$ cat config.mk
export PLATFORM = sky130hd
export DESIGN_NAME = fir_input_pacer
export DESIGN_NICKNAME = d
export VERILOG_FILES = /design/src/rtl/fir_pkg.sv /design/src/rtl/sync_fifo.sv /design/src/rtl/fir_input_pacer.sv
export SDC_FILE = /design/constraint.sdc
export NUM_CORES = 1
export LEC_CHECK = 0
export CAP_MARGIN = 10
export CORE_ASPECT_RATIO = 1.4
export CORE_MARGIN = 4
export CORE_UTILIZATION = 47
export DETAILED_ROUTE_END_ITERATION = 10
export PLACE_DENSITY_LB_ADDON = 0.2
export SYNTH_ARGS = -nofsm -noshare
export SYNTH_HDL_FRONTEND = slang
export SYNTH_HIERARCHICAL = 1
export SYNTH_SLANG_ARGS = --single-unit
$ cat constraint.sdc
create_clock -name clk -period 3.7 [get_ports clk]
set_clock_uncertainty 0.15 [all_clocks]
set_input_delay 0.925 -clock clk [delete_from_list [all_inputs] [get_ports clk]]
set_output_delay 0.925 -clock clk [all_outputs]
set_load 0.01 [all_outputs]
$ cat src/rtl/fir_pkg.sv
// Shared constants for the serial 50-tap FIR filter and its input pacer.
// Holds the filter geometry, the pacer defaults and the pacer state encoding.
package fir_pkg;

  localparam int FIR_WIDTH     = 16;
  localparam int FIR_LENGTH    = 50;
  localparam int FIR_OUT_WIDTH = 38;

  localparam int PACER_DEPTH   = 16;
  localparam int PACER_TIMEOUT = 64;

  typedef enum logic [1:0] {
    ST_IDLE  = 2'd0,
    ST_ISSUE = 2'd1,
    ST_WAIT  = 2'd2
  } pacer_state_e;

  // Width that can hold the values 0..n-1, never narrower than one bit.
  function automatic int cnt_width(input int n);
    return (n > 1) ? $clog2(n) : 1;
  endfunction

endpackage

$ cat src/rtl/sync_fifo.sv
// Single-clock FIFO: head is readable combinationally, and level/full/empty update on the edge after push/pop.
// A push is dropped while full and a pop is ignored while empty, so the caller never has to gate them.
module sync_fifo #(
  parameter int WIDTH = 16,
  parameter int DEPTH = 16
) (
  input  logic                   clk,
  input  logic                   rst,
  input  logic                   push_vld_i,
  input  logic [WIDTH-1:0]       push_dat_i,
  input  logic                   pop_vld_i,
  output logic [WIDTH-1:0]       head_dat_o,
  output logic                   full_o,
  output logic                   empty_o,
  output logic [$clog2(DEPTH):0] level_o
);

  localparam int PTR_W = $clog2(DEPTH);
  localparam int LVL_W = $clog2(DEPTH) + 1;

  logic [WIDTH-1:0] mem_q [DEPTH];
  logic [PTR_W-1:0] wr_ptr_q, wr_ptr_d;
  logic [PTR_W-1:0] rd_ptr_q, rd_ptr_d;
  logic [LVL_W-1:0] level_q, level_d;
  logic             push;
  logic             pop;

  assign full_o     = (level_q == LVL_W'(DEPTH));
  assign empty_o    = (level_q == '0);
  assign push       = push_vld_i && !full_o;
  assign pop        = pop_vld_i && !empty_o;
  assign head_dat_o = mem_q[rd_ptr_q];
  assign level_o    = level_q;

  // Pointers are exactly log2(DEPTH) bits wide, so they wrap modulo DEPTH on their own.
  always_comb begin
    wr_ptr_d = wr_ptr_q;
    rd_ptr_d = rd_ptr_q;
    level_d  = level_q;
    if (push) begin
      wr_ptr_d = wr_ptr_q + PTR_W'(1);
    end
    if (pop) begin
      rd_ptr_d = rd_ptr_q + PTR_W'(1);
    end
    case ({push, pop})
      2'b10:   level_d = level_q + LVL_W'(1);
      2'b01:   level_d = level_q - LVL_W'(1);
      default: level_d = level_q;
    endcase
  end

  always_ff @(posedge clk) begin
    if (rst) begin
      wr_ptr_q <= '0;
      rd_ptr_q <= '0;
      level_q  <= '0;
    end else begin
      wr_ptr_q <= wr_ptr_d;
      rd_ptr_q <= rd_ptr_d;
      level_q  <= level_d;
    end
  end

  always_ff @(posedge clk) begin
    if (push) begin
      mem_q[wr_ptr_q] <= push_dat_i;
    end
  end

endmodule

$ cat src/rtl/fir_input_pacer.sv
// Feeds the serial FIR one sample at a time: IDLE pops, ISSUE pulses for one cycle, WAIT runs until the filter answers or the timer runs out.
// Sample-in to input_valid is 2 cycles; the source is backpressured only when the FIFO is full.
module fir_input_pacer
  import fir_pkg::*;
#(
  parameter int WIDTH   = FIR_WIDTH,
  parameter int DEPTH   = PACER_DEPTH,
  parameter int TIMEOUT = PACER_TIMEOUT
) (
  input  logic                   clk,
  input  logic                   rst,
  input  logic [WIDTH-1:0]       s_data,
  input  logic                   s_valid,
  output logic                   s_ready,
  output logic [WIDTH-1:0]       fir_input,
  output logic                   fir_input_valid,
  input  logic                   fir_output_valid,
  output logic [$clog2(DEPTH):0] level,
  output logic                   err_timeout,
  output logic                   err_stray
);

  localparam int               CNT_W    = cnt_width(TIMEOUT);
  localparam logic [CNT_W-1:0] CNT_LAST = CNT_W'(TIMEOUT - 1);

  pacer_state_e     state_q, state_d;
  logic [CNT_W-1:0] cnt_q, cnt_d;
  logic [WIDTH-1:0] fir_input_q, fir_input_d;
  logic             fir_input_valid_q, fir_input_valid_d;
  logic             err_timeout_q, err_timeout_d;
  logic             err_stray_q, err_stray_d;

  logic             fifo_full;
  logic             fifo_empty;
  logic [WIDTH-1:0] fifo_head;
  logic             push;
  logic             pop;
  logic             cnt_expired;

  assign s_ready     = !fifo_full;
  assign push        = s_valid && s_ready;
  assign cnt_expired = (state_q == ST_WAIT) && (cnt_q == CNT_LAST);

  sync_fifo #(
    .WIDTH (WIDTH),
    .DEPTH (DEPTH)
  ) u_fifo (
    .clk        (clk),
    .rst        (rst),
    .push_vld_i (push),
    .push_dat_i (s_data),
    .pop_vld_i  (pop),
    .head_dat_o (fifo_head),
    .full_o     (fifo_full),
    .empty_o    (fifo_empty),
    .level_o    (level)
  );

  always_ff @(posedge clk) begin
    if (rst) begin
      state_q <= ST_IDLE;
    end else begin
      state_q <= state_d;
    end
  end

  always_comb begin
    state_d = state_q;
    case (state_q)
      ST_IDLE: begin
        if (!fifo_empty) begin
          state_d = ST_ISSUE;
        end
      end
      ST_ISSUE: state_d = ST_WAIT;
      ST_WAIT: begin
        if (fir_output_valid || cnt_expired) begin
          state_d = ST_IDLE;
        end
      end
      default: state_d = ST_IDLE;
    endcase
  end

  always_comb begin
    pop               = 1'b0;
    fir_input_d       = fir_input_q;
    fir_input_valid_d = 1'b0;
    cnt_d             = cnt_q;
    err_timeout_d     = err_timeout_q;
    err_stray_d       = err_stray_q;
    case (state_q)
      ST_IDLE: begin
        if (!fifo_empty) begin
          pop               = 1'b1;
          fir_input_d       = fifo_head;
          fir_input_valid_d = 1'b1;
        end
        if (fir_output_valid) begin
          err_stray_d = 1'b1;
        end
      end
      ST_ISSUE: begin
        cnt_d = '0;
        if (fir_output_valid) begin
          err_stray_d = 1'b1;
        end
      end
      ST_WAIT: begin
        cnt_d = cnt_q + CNT_W'(1);
        // A response landing on the last WAIT cycle still counts as success.
        if (cnt_expired && !fir_output_valid) begin
          err_timeout_d = 1'b1;
        end
      end
      default: begin
        cnt_d = '0;
      end
    endcase
  end

  always_ff @(posedge clk) begin
    if (rst) begin
      cnt_q             <= '0;
      fir_input_q       <= '0;
      fir_input_valid_q <= 1'b0;
      err_timeout_q     <= 1'b0;
      err_stray_q       <= 1'b0;
    end else begin
      cnt_q             <= cnt_d;
      fir_input_q       <= fir_input_d;
      fir_input_valid_q <= fir_input_valid_d;
      err_timeout_q     <= err_timeout_d;
      err_stray_q       <= err_stray_d;
    end
  end

  assign fir_input       = fir_input_q;
  assign fir_input_valid = fir_input_valid_q;
  assign err_timeout     = err_timeout_q;
  assign err_stray       = err_stray_q;

endmodule

# Word-level counts from Yosys, hierarchy flattened
# Memories as Yosys holds them, arrays and structs flattened. A register that Yosys moved wholly into a read port is not among the register bits.
# Cells that the tools add are included.
# op_classes
addsub,5
n_eq_ne,8
n_mux,9
bitwise,1
n_reduce_logical,17
# op_table
cell,count
6-bit one-hot mux with 2 select lines,1
5-bit one-hot mux with 2 select lines,1
4-bit by 1-bit adder with 4-bit output (second input constant),2
2-bit AND reduction,4
6-bit by 1-bit adder with 6-bit output (second input constant),1
6-bit == test (second input constant),1
2-bit one-hot mux with 3 select lines,1
5-bit by 1-bit adder with 5-bit output (second input constant),1
5-bit == test (second input constant),1
1-bit logical AND,5
5-bit logical NOT,1
5-bit by 1-bit subtractor with 5-bit output (second input constant),1
2-bit by 1-bit == test with 1-bit output (second input constant),2
2-bit == test (second input constant),2
1-bit two-way mux,4
2-bit two-way mux,2
1-bit logical NOT,3
2-bit logical NOT,1
2-bit by 1-bit != test with 1-bit output (second input constant),1
2-bit != test (second input constant),1
2-bit nonzero test,1
2-bit OR reduction,1
1-bit logical OR,1
1-bit inverter,1
# word_totals
register_bits,24
ramBits,256
in_bits,20
output_inout_bits,25
wordCells,49
memories,1
# mem_list
name,words,word_bits,rd,rd_clocked_by_memory_dff,write_ports,line,text
u_fifo.mem_q,16,16,1,1,1,sync_fifo.sv:21,logic [WIDTH-1:0] mem_q [DEPTH];

# Logic depth before layout (Yosys ltp)
# Gate-level depths: netlist of the first run.
# logic_depth
ltp_word,6
mapped_depth,18

# Cells and area by module
# Netlist of the first run, hierarchy kept.
# modules_own_cells
mod,instances,cells_per_inst,area_each_um2,seq_area_each_um2
sync_fifo,1,525,10650.2,8027.7
fir_input_pacer,1,118,1037.2,540.5

# Worst setup path after synthesis of the first run
# No wires, ideal clock.
# synth_timing
kind,reg2reg
start,register u_fifo.level_q[1] (netlist: u_fifo/level_o[1])
end,register u_fifo.level_q[4] (netlist: u_fifo/level_o[4])
arrival_time_ns,3.055
t_required_ns,3.421
path_slack_ns,0.365
stages_incl_launch_ff,18
cell_sequence,dfxtp_1 buf_6 or4_4 buf_6 nor2_1 or3_1 buf_6 clkinv_4 buf_8 o21ai_4 inv_1 ha_1 clkbuf_1 xor2_1 ha_1 o31ai_1 o22ai_1 nand4bb_1
# synth_between
elab_chain_len,6
word_cells_on_any_way,15
classes_between,2 x add/sub; 3 x eq/ne; 3 x mux; 7 x reduce/logical
# synth_lines
element,line,text
start: declaration,sync_fifo.sv:24,"logic [LVL_W-1:0] level_q, level_d;"
start signal: assignment,sync_fifo.sv:61,level_q <= level_d;
5-bit logical NOT *,sync_fifo.sv:29,assign empty_o = (level_q == '0);
named net fifo_empty,fir_input_pacer.sv:34,logic fifo_empty;
1-bit two-way mux,fir_input_pacer.sv:94,if (!fifo_empty) begin
1-bit two-way mux,--,
1-bit logical AND *,sync_fifo.sv:31,assign pop = pop_vld_i && !empty_o;
named net u_fifo.pop,sync_fifo.sv:26,logic pop;
2-bit by 1-bit == test with 1-bit output or 2-bit == test (tied branches),sync_fifo.sv:46,"case ({push, pop})"
5-bit one-hot mux with 2 select lines or 2-bit nonzero test (tied branches),--,
# The timed path passes the listed nets; every way through them passes the cells marked *.
# A chain may end at the register's enable or synchronous reset.

# Worst setup path after layout of the first run
# layout_timing
start,register u_fifo.level_q[2] (netlist: u_fifo/level_o[2])
end,register u_fifo.level_q[4] (netlist: u_fifo/level_o[4])
# Same word-level chain as after synthesis.

==> impl_metrics.ini, run 1 <==
[outcome]
status = completed

[clock_tree]
ctsResizeCount = 0
path_clk_slew_ns = 0.06
cts_setup_buffers = 0
clk_path_buf_depth = 3
clkSinkCount = 300
clk_latency_ns = 0.55
cts_max_level = 1
ctsHoldBuffers = 0
cts_buffers = 29
clockRootBuffer = clkbuf_16
cts_tree = built

[sta]
setup_tns_ns = 0
fmax_ghz = 0.282
worstMarginPinSlew_ns = 0.979
setup_viol_count_final = 0
rsz0062_at_grt = no
post-route-min-period_ns = 3.54
hold_violations = 0
fin_crit_sh_pct = 95.7
slew-limit-headroom_pct = 34.6
fin_hold_ws_ns = 0.305
slew_viol_final = 0

[drt]
drt_iter0_drc = 454
ant_nets = 0
drt_pass1_iterations = 5
via_per_inst = 5.82
drc = 0
postRouteWirelength_mm = 25.2
avgRoutedWirePerCell_microns = 24.0
vias = 6115

[die]
core_sq_um = 24600
die_w_microns = 141
num_rows = 68
dieArea_sq_um = 27500
initial_core_util_pct = 47.5
ios = 45
die_height_microns = 195

[min_path]
hp-class = register to register

[logic_synthesis]
synthCells = 643
synth_seq_cells = 300
synth_area_sq_um = 11700
synth_top_area_share_pct = 65.8
async_flop_share_pct = 0
synth-edff-count = 256
synth_seq_area_share_pct = 73.3
synth_cell_type_count = 56
avgSynthCellArea_sq_um = 18.2
yosysTopAreaCell = edfxtp_1
synth.net_count = 672
yosysWarnings = 6
synthFlopType = edfxtp_1
synthTopCellsByArea = edfxtp_1, mux4_2, dfxtp_1

[placement]
gp_congestion = 0.791
io_buffers = 44
hpwl_mm = 15.4

[worst_setup_path]
crit_fanout = 19
cp-end-kind = register
critical_path_required_ns = 3.94
start_kind = register
rrSetupSlack_ns = 0.16
arrival_ns = 3.79
crit_type = register to register

[power_and_ir_drop]
peakVddDrop_mv = 0.431
p_leak_nw = 4.49
power_density_nw_per_um2 = 636

[global_routing]
antenna_found_initial = 0
grt_max_degree = 29
grt.total_usage_pct = 18.6
grt_pass1_vias = 6453
overflow = 0
grt_pass1_wl_mm = 38.8

[layout]
drive_above_1_share_pct = 24.2
layout.nets = 744
synthToLayoutAreaGrowth_pct = 17.3
num_antenna_cells = 0

[job]
cap_viol_max_count = 0
-- critical path: stages (launching register included) --
cell and delay (ns):
dfxtp_1 0.59, or4_4 0.29, nor2_1 0.05, or3_1 0.38
clkinv_4 0.17, o21ai_4 0.10, inv_1 0.07, ha_1 0.38
xor2_1 0.19, ha_1 0.26, nand2_1 0.07, o21ai_0 0.33
nor3_1 0.11, nand4bb_1 0.25
-- per-layer routing --
metal | share of wire (%) | vias up | wire length, microns | GRT usage, %
met1 | 41 | 3186 | 10300 | 25.1
met2 | 51 | 192 | 12800 | 31.4
met5 | 0 | - | 0 | 0
met4 | 3.0 | 0 | 757 | 5.57
li1 | - | 2685 | - | -
met3 | 5.4 | 52 | 1370 | 2.88
-- power breakdown --
| part | internal [mW] | switching (mW) | leakage [nW] |
|---|---|---|---|
| clock | 1.89 | 1.21 | 0.489 |
| combinational | 0.717 | 0.843 | 1.33 |
| sequential | 3.87 | 0.174 | 2.67 |
| total | 6.48 | 2.23 | 4.49 |
-- per-stage QoR --
step / util (%) / instances / setup WS, ns / cell area, sq um / power, mW
after floorplan: - / 643 / 0.365 / 11700 / 5.20
after global placement: 51.7 / 999 / 0.258 / 12700 / 5.63
after detailed placement: 51.7 / 999 / 0.0989 / 12700 / 5.69
after CTS: 55.7 / 1051 / 0.220 / 13700 / 8.79
after global routing: 55.7 / 1051 / 0.0134 / 13700 / 9.09
final: 55.7 / 1051 / 0.159 / 13700 / 8.71
-- cell usage after synthesis (2+ instances only) --
| library cell | number |
|---|---|
| a21o_1 | 2 |
| a21oi_1 | 9 |
| a21oi_2 | 9 |
| a22oi_1 | 32 |
| and2_1 | 2 |
| and3_1 | 2 |
| buf_1 | 3 |
| buf_2 | 9 |
| buf_6 | 4 |
| clkbuf_1 | 20 |
| dfxtp_1 | 44 |
| edfxtp_1 | 256 |
| ha_1 | 9 |
| inv_1 | 8 |
| mux2i_1 | 4 |
| mux4_2 | 64 |
| nand2_1 | 59 |
| nand2b_1 | 3 |
| nand3_1 | 3 |
| nand3b_1 | 2 |
| nand4_1 | 2 |
| nor2_1 | 37 |
| nor2b_1 | 5 |
| nor3_1 | 7 |
| o2111ai_1 | 2 |
| o21a_1 | 2 |
| o21ai_0 | 2 |
| o31ai_1 | 2 |
| or3_1 | 4 |
| xnor2_1 | 2 |
| xor2_1 | 9 |
-- final cells by class --
cell class	instances	area, sq um
Clock buffer	37	776
Clock inverter	15	228
Fill cell	1856	10900
Inverter	10	42.5
Multi-Input combinational cell	295	2930
Sequential cell	300	8570
Tap cell	315	394
Timing Repair Buffer	79	761
-- worst paths after layout --
kind | from | to | cells after the start
worst max register to register | u_fifo/level_o[2] | u_fifo/level_o[4] | 13
worst min register to register | fir_input[4] | fir_input[4] | 2
worst max-delay path | u_fifo/level_o[2] | u_fifo/level_o[4] | 13
worst min-delay path | fir_input[4] | fir_input[4] | 2
-- registers in the layout (all words and copies together), names as in the netlist, named ones only --
| name | count |
|---|---|
| u_fifo/wr_ptr_q | 4 |
| u_fifo/rd_ptr_q | 4 |
| fir_input_valid | 1 |
| err_stray | 1 |
| fir_input | 16 |
| state_q | 2 |
| u_fifo/level_o | 5 |
| err_timeout | 1 |
| u_fifo/mem_q | 256 |
| cnt_q | 6 |
-- cells by family (layout without fill, tap and decap cells) --
kind of cell,after synthesis,in the layout,synth area share [%]
xor gates and xnor gates,11,11,0.824
DFF,300,300,73.3
and+or+nand+nor,133,133,5.16
AOI/OAI and AO/OA,74,74,5.02
adders and majority gates,9,9,0.964
muxes,68,68,12.7
buffers and inverters,48,141,2.04
-- cells in the final DEF, fill, tap and decap left out, drive strengths merged, types with 2 or more instances in the layout --
cell / count
o21a: 4
or4: 2
o2111ai: 2
ha: 9
nand3b: 2
mux4: 64
clkinv: 9
nand3: 3
edfxtp: 256
buf: 36
o21ai: 3
nor2b: 5
o211ai: 3
o31ai: 2
nand4: 2
a21oi: 18
and2: 2
xor2: 9
mux2i: 4
or3: 4
nand2: 59
and3: 2
nor2: 37
inv: 9
nand2b: 3
a22oi: 32
a21o: 2
nor3: 7
clkdlybuf4s50: 43
xnor2: 2
clkbuf: 37
dfxtp: 44
bufinv: 6
Note: power is estimated with default switching activity, not from simulation.
==> run 2: changes to the inputs <==
--- a/config.mk
+++ b/config.mk
@@ -11,6 +11,7 @@
 export CORE_UTILIZATION = 47
 export DETAILED_ROUTE_END_ITERATION = 10
 export PLACE_DENSITY_LB_ADDON = 0.2
+export SKIP_LAST_GASP = 1
 export SYNTH_ARGS = -nofsm -noshare
 export SYNTH_HDL_FRONTEND = slang
 export SYNTH_HIERARCHICAL = 1
==> results of run 2 <==
No change in the layout: final DEF, timing and power equal those of run 1.
